$ cat config.mk
export PLATFORM = sky130hd
export DESIGN_NAME = div_result_disp_flat
export DESIGN_NICKNAME = d
export VERILOG_FILES = /design/src/rtl/div_result_disp_if.sv /design/src/rtl/div_result_disp.sv /design/src/flat_wrapper.sv
export SDC_FILE = /design/constraint.sdc
export NUM_CORES = 1
export LEC_CHECK = 0
export ABC_AREA = 1
export ABC_CLOCK_PERIOD_IN_PS = 1770
export CORE_ASPECT_RATIO = 1.75
export CORE_MARGIN = 2
export CORE_UTILIZATION = 41
export DETAILED_ROUTE_END_ITERATION = 10
export HOLD_SLACK_MARGIN = 0.06
export PLACE_DENSITY = 0.61
export SETUP_SLACK_MARGIN = 0.4
export SLEW_MARGIN = 20
export SYNTH_ARGS = -nofsm -noshare
export SYNTH_HDL_FRONTEND = slang
export SYNTH_SLANG_ARGS = --single-unit
$ cat constraint.sdc
create_clock -name clk -period 1.77 [get_ports clk]
set_input_delay 0.177 -clock clk [delete_from_list [all_inputs] [get_ports clk]]
set_output_delay 0.177 -clock clk [all_outputs]
set_load 0.02 [all_outputs]
$ cat src/rtl/div_result_disp_if.sv
`default_nettype none
// ============================================================================
// Module      : div_result_disp_if
// Description : Load/result and 7-segment display bundle for div_result_disp.
// Revision    : 1.0 - initial release
// ============================================================================
interface div_result_disp_if;
    logic       load;
    logic [7:0] value;
    logic       err;
    logic       busy;
    logic       done;
    logic [7:0] seg;
    logic [3:0] an;

    modport master (
        output load, value, err,
        input  busy, done, seg, an
    );

    modport slave (
        input  load, value, err,
        output busy, done, seg, an
    );
endinterface
`default_nettype wire

$ cat src/rtl/div_result_disp.sv
`default_nettype none
// ============================================================================
// Module      : div_result_disp
// Description : Converts an 8-bit 0.1-unit result to BCD by double-dabble and
//               scans it onto a 4-digit active-low 7-segment display.
//               Optional macro LEADING_ZERO_BLANK_EN blanks a zero hundreds digit.
// Revision    : 1.0 - initial release
// ============================================================================
module div_result_disp #(
    parameter int SCAN_DIV = 50000
) (
    input  wire logic          clk,
    input  wire logic          rst,
    div_result_disp_if.slave   bus
);

    localparam int            PW        = $clog2(SCAN_DIV);
    localparam logic [PW-1:0] c_LAST    = PW'(SCAN_DIV - 1);
    localparam logic [7:0]    c_BLANK   = 8'hFF;
    localparam logic [7:0]    c_MINUS   = 8'hBF;

    typedef enum logic [0:0] {
        IDLE = 1'b0,
        CONV = 1'b1
    } state_t;

    state_t        state_q;
    logic [19:0]   sr_q;
    logic [19:0]   sr_adj;
    logic [19:0]   sr_d;
    logic [2:0]    cnt_q;
    logic          err_pend_q;
    logic          err_disp_q;
    logic [3:0]    hund_q;
    logic [3:0]    tens_q;
    logic [3:0]    ones_q;
    logic          busy_q;
    logic          done_q;
    logic [PW-1:0] presc_q;
    logic [1:0]    sel_q;
    logic          lit_q;
    logic [3:0]    an_q;
    logic [3:0]    an_d;
    logic [7:0]    seg_q;
    logic [7:0]    seg_d;

    function automatic logic [7:0] seg7(input logic [3:0] d);
        case (d)
            4'd0:    seg7 = 8'hC0;
            4'd1:    seg7 = 8'hF9;
            4'd2:    seg7 = 8'hA4;
            4'd3:    seg7 = 8'hB0;
            4'd4:    seg7 = 8'h99;
            4'd5:    seg7 = 8'h92;
            4'd6:    seg7 = 8'h82;
            4'd7:    seg7 = 8'hF8;
            4'd8:    seg7 = 8'h80;
            4'd9:    seg7 = 8'h90;
            default: seg7 = 8'hFF;
        endcase
    endfunction

    // One double-dabble step: correct each BCD nibble, then shift.
    always_comb begin
        sr_adj = sr_q;
        if (sr_q[11:8]  >= 4'd5) sr_adj[11:8]  = sr_q[11:8]  + 4'd3;
        if (sr_q[15:12] >= 4'd5) sr_adj[15:12] = sr_q[15:12] + 4'd3;
        if (sr_q[19:16] >= 4'd5) sr_adj[19:16] = sr_q[19:16] + 4'd3;
        sr_d = {sr_adj[18:0], 1'b0};
    end

    always_comb begin
        an_d  = 4'hF;
        seg_d = c_BLANK;
        case (sel_q)
            2'd0: begin
                an_d  = 4'b1110;
                seg_d = err_disp_q ? c_MINUS : seg7(ones_q);
            end
            2'd1: begin
                an_d  = 4'b1101;
                seg_d = err_disp_q ? c_MINUS : (seg7(tens_q) & 8'h7F);
            end
            2'd2: begin
                an_d  = 4'b1011;
`ifdef LEADING_ZERO_BLANK_EN
                if (err_disp_q)           seg_d = c_MINUS;
                else if (hund_q == 4'd0)  seg_d = c_BLANK;
                else                      seg_d = seg7(hund_q);
`else
                seg_d = err_disp_q ? c_MINUS : seg7(hund_q);
`endif
            end
            default: begin
                an_d  = 4'b0111;
                seg_d = c_BLANK;
            end
        endcase
        // Dark until the first prescaler wrap after reset.
        if (!lit_q) begin
            an_d  = 4'hF;
            seg_d = c_BLANK;
        end
    end

    always_ff @(posedge clk) begin
        if (rst) begin
            state_q    <= IDLE;
            sr_q       <= '0;
            cnt_q      <= '0;
            err_pend_q <= 1'b0;
            err_disp_q <= 1'b0;
            hund_q     <= '0;
            tens_q     <= '0;
            ones_q     <= '0;
            busy_q     <= 1'b0;
            done_q     <= 1'b0;
            presc_q    <= '0;
            sel_q      <= '0;
            lit_q      <= 1'b0;
            an_q       <= 4'hF;
            seg_q      <= c_BLANK;
        end else begin
            done_q <= 1'b0;
            case (state_q)
                IDLE: begin
                    if (bus.load) begin
                        sr_q       <= {12'b0, bus.value};
                        err_pend_q <= bus.err;
                        cnt_q      <= '0;
                        busy_q     <= 1'b1;
                        state_q    <= CONV;
                    end
                end
                CONV: begin
                    sr_q  <= sr_d;
                    cnt_q <= cnt_q + 3'd1;
                    if (cnt_q == 3'd7) begin
                        hund_q     <= sr_d[19:16];
                        tens_q     <= sr_d[15:12];
                        ones_q     <= sr_d[11:8];
                        err_disp_q <= err_pend_q;
                        done_q     <= 1'b1;
                        busy_q     <= 1'b0;
                        state_q    <= IDLE;
                    end
                end
                default: state_q <= IDLE;
            endcase

            if (presc_q == c_LAST) begin
                presc_q <= '0;
                sel_q   <= sel_q + 2'd1;
                lit_q   <= 1'b1;
            end else begin
                presc_q <= presc_q + 1'b1;
            end

            an_q  <= an_d;
            seg_q <= seg_d;
        end
    end

    assign bus.busy = busy_q;
    assign bus.done = done_q;
    assign bus.an   = an_q;
    assign bus.seg  = seg_q;

endmodule
`default_nettype wire

$ cat src/flat_wrapper.sv
// flat-port wrapper written by rule: the top's interface ports become plain ports
module div_result_disp_flat 
#(
    parameter int SCAN_DIV = 50000
)
  (clk, rst, bus_load, bus_value, bus_err, bus_busy, bus_done, bus_seg, bus_an);
  div_result_disp_if bus_i ();
  input  wire logic clk;
  input  wire logic rst;
  input wire logic [$bits(bus_i.load)-1:0] bus_load;
  input wire logic [$bits(bus_i.value)-1:0] bus_value;
  input wire logic [$bits(bus_i.err)-1:0] bus_err;
  output wire logic [$bits(bus_i.busy)-1:0] bus_busy;
  output wire logic [$bits(bus_i.done)-1:0] bus_done;
  output wire logic [$bits(bus_i.seg)-1:0] bus_seg;
  output wire logic [$bits(bus_i.an)-1:0] bus_an;
  assign bus_i.load = bus_load;
  assign bus_i.value = bus_value;
  assign bus_i.err = bus_err;
  assign bus_busy = bus_i.busy;
  assign bus_done = bus_i.done;
  assign bus_seg = bus_i.seg;
  assign bus_an = bus_i.an;
  div_result_disp #(.SCAN_DIV(SCAN_DIV)) u_core (.clk(clk), .rst(rst), .bus(bus_i));
endmodule
==> results.txt <==
The tools report the total placed cells including tap cells as 745. The share of synthesized area occupied by flip-flops and latches is 0.434, and the via-per-instance ratio is 5.00. The number of violations of the max-capacitance limit was 0; the transition time at the pin with the least slew margin was 0.499 ns. Reg-to-reg startpoint: u_core.cnt_q[1].

Maximum net fanout on the critical path: 4. Synthesis handed over a netlist of 558 instances. The maximum operating frequency was 535 MHz; the cell internal power dissipation was 3.15 mW.

The clock passes through at most 2 buffers. The count of fill cells added during filler insertion was 872. The final net count is 698, and the proportion of power drawn by combinational gates is 0.051. In this run the most critical hold path is launched from bus_value[0].

The library cell used most frequently in the layout, excluding fill and tap cells, is sky130_fd_sc_hd__nand2_1. The tools report the type of origin of the critical path as a flip-flop. The tools report the routed wire length as 10.4 mm. The area share of and/or/nand/nor cells after synthesis is 0.281.

Tracing the worst setup path back leads to its startpoint at u_core.cnt_q[1]. OpenSTA, run right after detailed placement, puts the worst setup slack at -0.191 ns. The x dimension of the die works out to 80.9 µm. The parity-gate share of the synthesized area counting xor and xnor cells is 0.00825, and the Yosys warning count is 0. Before antenna repair, the detailed router went through 7 iterations. The count of buffer and inverter cells on the critical path is 3, and the total routing usage reported by global routing is 0.183. The run gives 9 as the number of buffers created by CTS. The hold violation total from the final report came out at 0. The later pin in the worst-skew pair is clocked with a latency of 0.34 ns.

In the layout the commonest cells are sky130_fd_sc_hd__nand2_1 (118), sky130_fd_sc_hd__dfxtp_1 (73), sky130_fd_sc_hd__inv_1 (48), sky130_fd_sc_hd__buf_4 (48), sky130_fd_sc_hd__nand3_1 (35). The worst-case setup margin in the final layout was -0.0999 ns. For this design the static power due to leakage is 2.65 nW. The proportion of layout cells with a drive suffix above 1 was 0.339; the headroom to the max-slew limit was 0.667. The chip height was 139 µm; the layout overhead on the synthesized area was 44.5%.

For the number of standard cells in the layout, taps in and fillers out, the log shows 787. Critical setup path kind: reg2reg. The run gives 3935 as the via count. The logs give 3685 for the number of global-route vias before repair and 601 for the net count of the mapped netlist.

The core occupancy in the finished layout is 0.603, and the number of violations reported at the end of detailed-routing iteration 0 is 176. Each instance of the synthesized netlist takes up on average 7.61 µm². The total power density per cell area was 663 nW/µm². The slowest stage of the critical path is the sky130_fd_sc_hd__dfxtp_2 cell. The arrival time of the worst setup path is 2.09 ns, and the number of rows in the core area is 49.

For the final database, setup skew stands at 0.00656 ns. Adder-cell area share of the yosys netlist: 0.0913. Entering global routing, the biggest net connects 25 pins. The tools report the count of distinct cell types in the synthesized netlist as 33. Clock-pin slew was measured on the worst setup and hold paths at 0.06 ns. Summed instance area of the synthesized netlist: 4250 µm². The family of cells with the greatest summed delay on the critical path was simple AND/OR/NAND/NOR gates. CTS built an H-tree with a depth of 3. Detailed placement ended at an HPWL of 7.18 mm. The minimum hold slack is 0.395 ns, and the flip-flop and latch count after synthesis is 92. The checks that failed: negative setup slack. The tools report the initial core utilization as 0.417.

Walking the worst path, the cells encountered are ha_4, ha_4, nand2_4, buf_6, nand2_8, nor2_1, a21oi_4, buf_6, ha_1, inv_1, nand2_1, nand3_1, nand2_1. Setup repair after global routing could not meet its margin everywhere. The part of the total power dissipated in sequential elements was 0.519; the compound-cell area share of the yosys netlist was 0.104. Path type of the worst min-delay path: in2reg. The fraction of synthesized area in multiplexers works out to 0. The run gives 10200 µm² as the floorplan core area.

The share of total power in the clock network came out at 0.430. The dominant combinational cell family by area after synthesis was simple AND/OR/NAND/NOR gates. The share of total power consumed by net switching was 0.227; the total inserted antenna cells was 0. The period utilization was 1.06; the required time of the critical path was 2.00 ns. The detail route stage leaves a number of antenna-violating nets equal to 0. The final estimated routing congestion in global placement came out at 0.888. The maximum cell stage delay along the critical path was 0.34 ns. Setup violations remaining at the end of the flow were counted as 12. The number of max-slew violations in the final report is 0, and the count of hold buffers inserted by post-cts repair is 0.

The floorplan step defined a die boundary enclosing 11200 µm². The flow ran to the end, but the final reports show violations. STA classifies the critical path endpoint as a flip-flop. The count of input and output buffers was 25. Clock tree synthesis selected as its root buffer the cell sky130_fd_sc_hd__clkbuf_16. The number of antenna violations at the first check in global routing came out at 0.

In this run the count of I/O pins placed on the die edge is 26. TritonCTS built the clock tree. The sum of overflow across all layers after global routing is 0. The first-pass GRT wire length came out at 16.1 mm.

The worst path in the final design needs a cycle of 1.87 ns, including I/O delays and setup. The clock drives 92 sinks. The wire length per cell came out at 13.3 µm.

The maximum resistive drop on vdd is 0.676 mV, and the remaining design rule violation count is 0. The net switching power of the design came out at 926 µW.
## cell usage after synthesis (all sizes together)
master	number	area, µm²
nand3b	3	22.5
a21oi	27	135
buf	3	26.3
nor3b	1	7.51
inv	74	283
nor2	32	128
nor3	7	35.0
xor2	3	26.3
or2	1	6.26
o22ai	3	52.6
dfxtp	92	1840
ha	31	388
nor4	2	12.5
clkinv	1	3.75
nand4	19	119
a22o	1	8.76
nand3	54	280
clkbuf	9	33.8
a22oi	4	35.0
o21ai	40	211
xnor2	1	8.76
nand2	150	583
## per-layer routing
metal  global-route usage  wire length (µm)  up-vias  share of wire
met1                0.186              3720     1818           0.36
met3               0.0293               315       26          0.030
li1                     -                 -     2012              -
met5                    0                 0        -              0
met2                0.346              5990       79           0.57
met4               0.0847               411        0          0.039
## stage by stage
step	power, mW	instance area (µm²)	setup TNS, ns
after detailed placement	2.33	5070	-1.85
after floorplan	2.25	4350	-0.0635
after global routing	4.23	6140	-2.68
after global placement	2.33	5070	-1.12
final	4.07	6140	-0.824
after CTS	4.08	5580	-0.555
## repair_timing
| item | CTS | global route |
|---|---|---|
| pin swaps | 19 | 39 |
| cloned | 0 | 2 |
| resized for setup | 72 | 106 |
| setup buffers | 10 | 14 |
| setup endpoints to repair | 75 | 70 |
## area by class of cell
| type | instances | area, µm² | share of cell area |
|---|---|---|---|
| Sequential cell | 92 | 1870 | 0.305 |
| Timing Repair Buffer | 97 | 907 | 0.148 |
| Multi-Input combinational cell | 380 | 2630 | 0.429 |
| Clock buffer | 10 | 229 | 0.0373 |
| Tap cell | 127 | 159 | 0.0259 |
| Clock inverter | 6 | 40.0 | 0.00652 |
| Inverter | 75 | 298 | 0.0485 |
## power groups by stage
stage	sequential (mW)	combinational, mW	clock [mW]
after floorplan	2.16	0.0884	0
after global placement	2.16	0.168	0
after detailed placement	2.16	0.172	0
after CTS	2.11	0.179	1.79
after global routing	2.11	0.230	1.88
final	2.11	0.209	1.75
## worst register-to-register path: cells and delay by family (launching register included)
kind            cells  cell delay [ns]
fa+ha+maj           3             0.50
simple gates        6             0.54
compound gates      1             0.08
buf+inv             3             0.30
flops               1             0.34
## worst paths after layout
check             slack [ns]  depth (start not counted)           endpoint
setup / recovery        -0.1                         13          flip-flop
hold / removal          0.39                          3     u_core.sr_q[0]
setup reg to reg        -0.1                         13          flip-flop
hold reg to reg         0.46                          1  u_core.presc_q[0]
## logic make-up (layout without fill, tap and decap cells)
kind of cell,after synthesis,count (layout)
simple gates,269,270
flops,92,92
buf+inv,87,188
compound gates,75,75
fa+ha+maj,31,31
xor+xnor,4,4
Power figures use the tool's default switching activity.
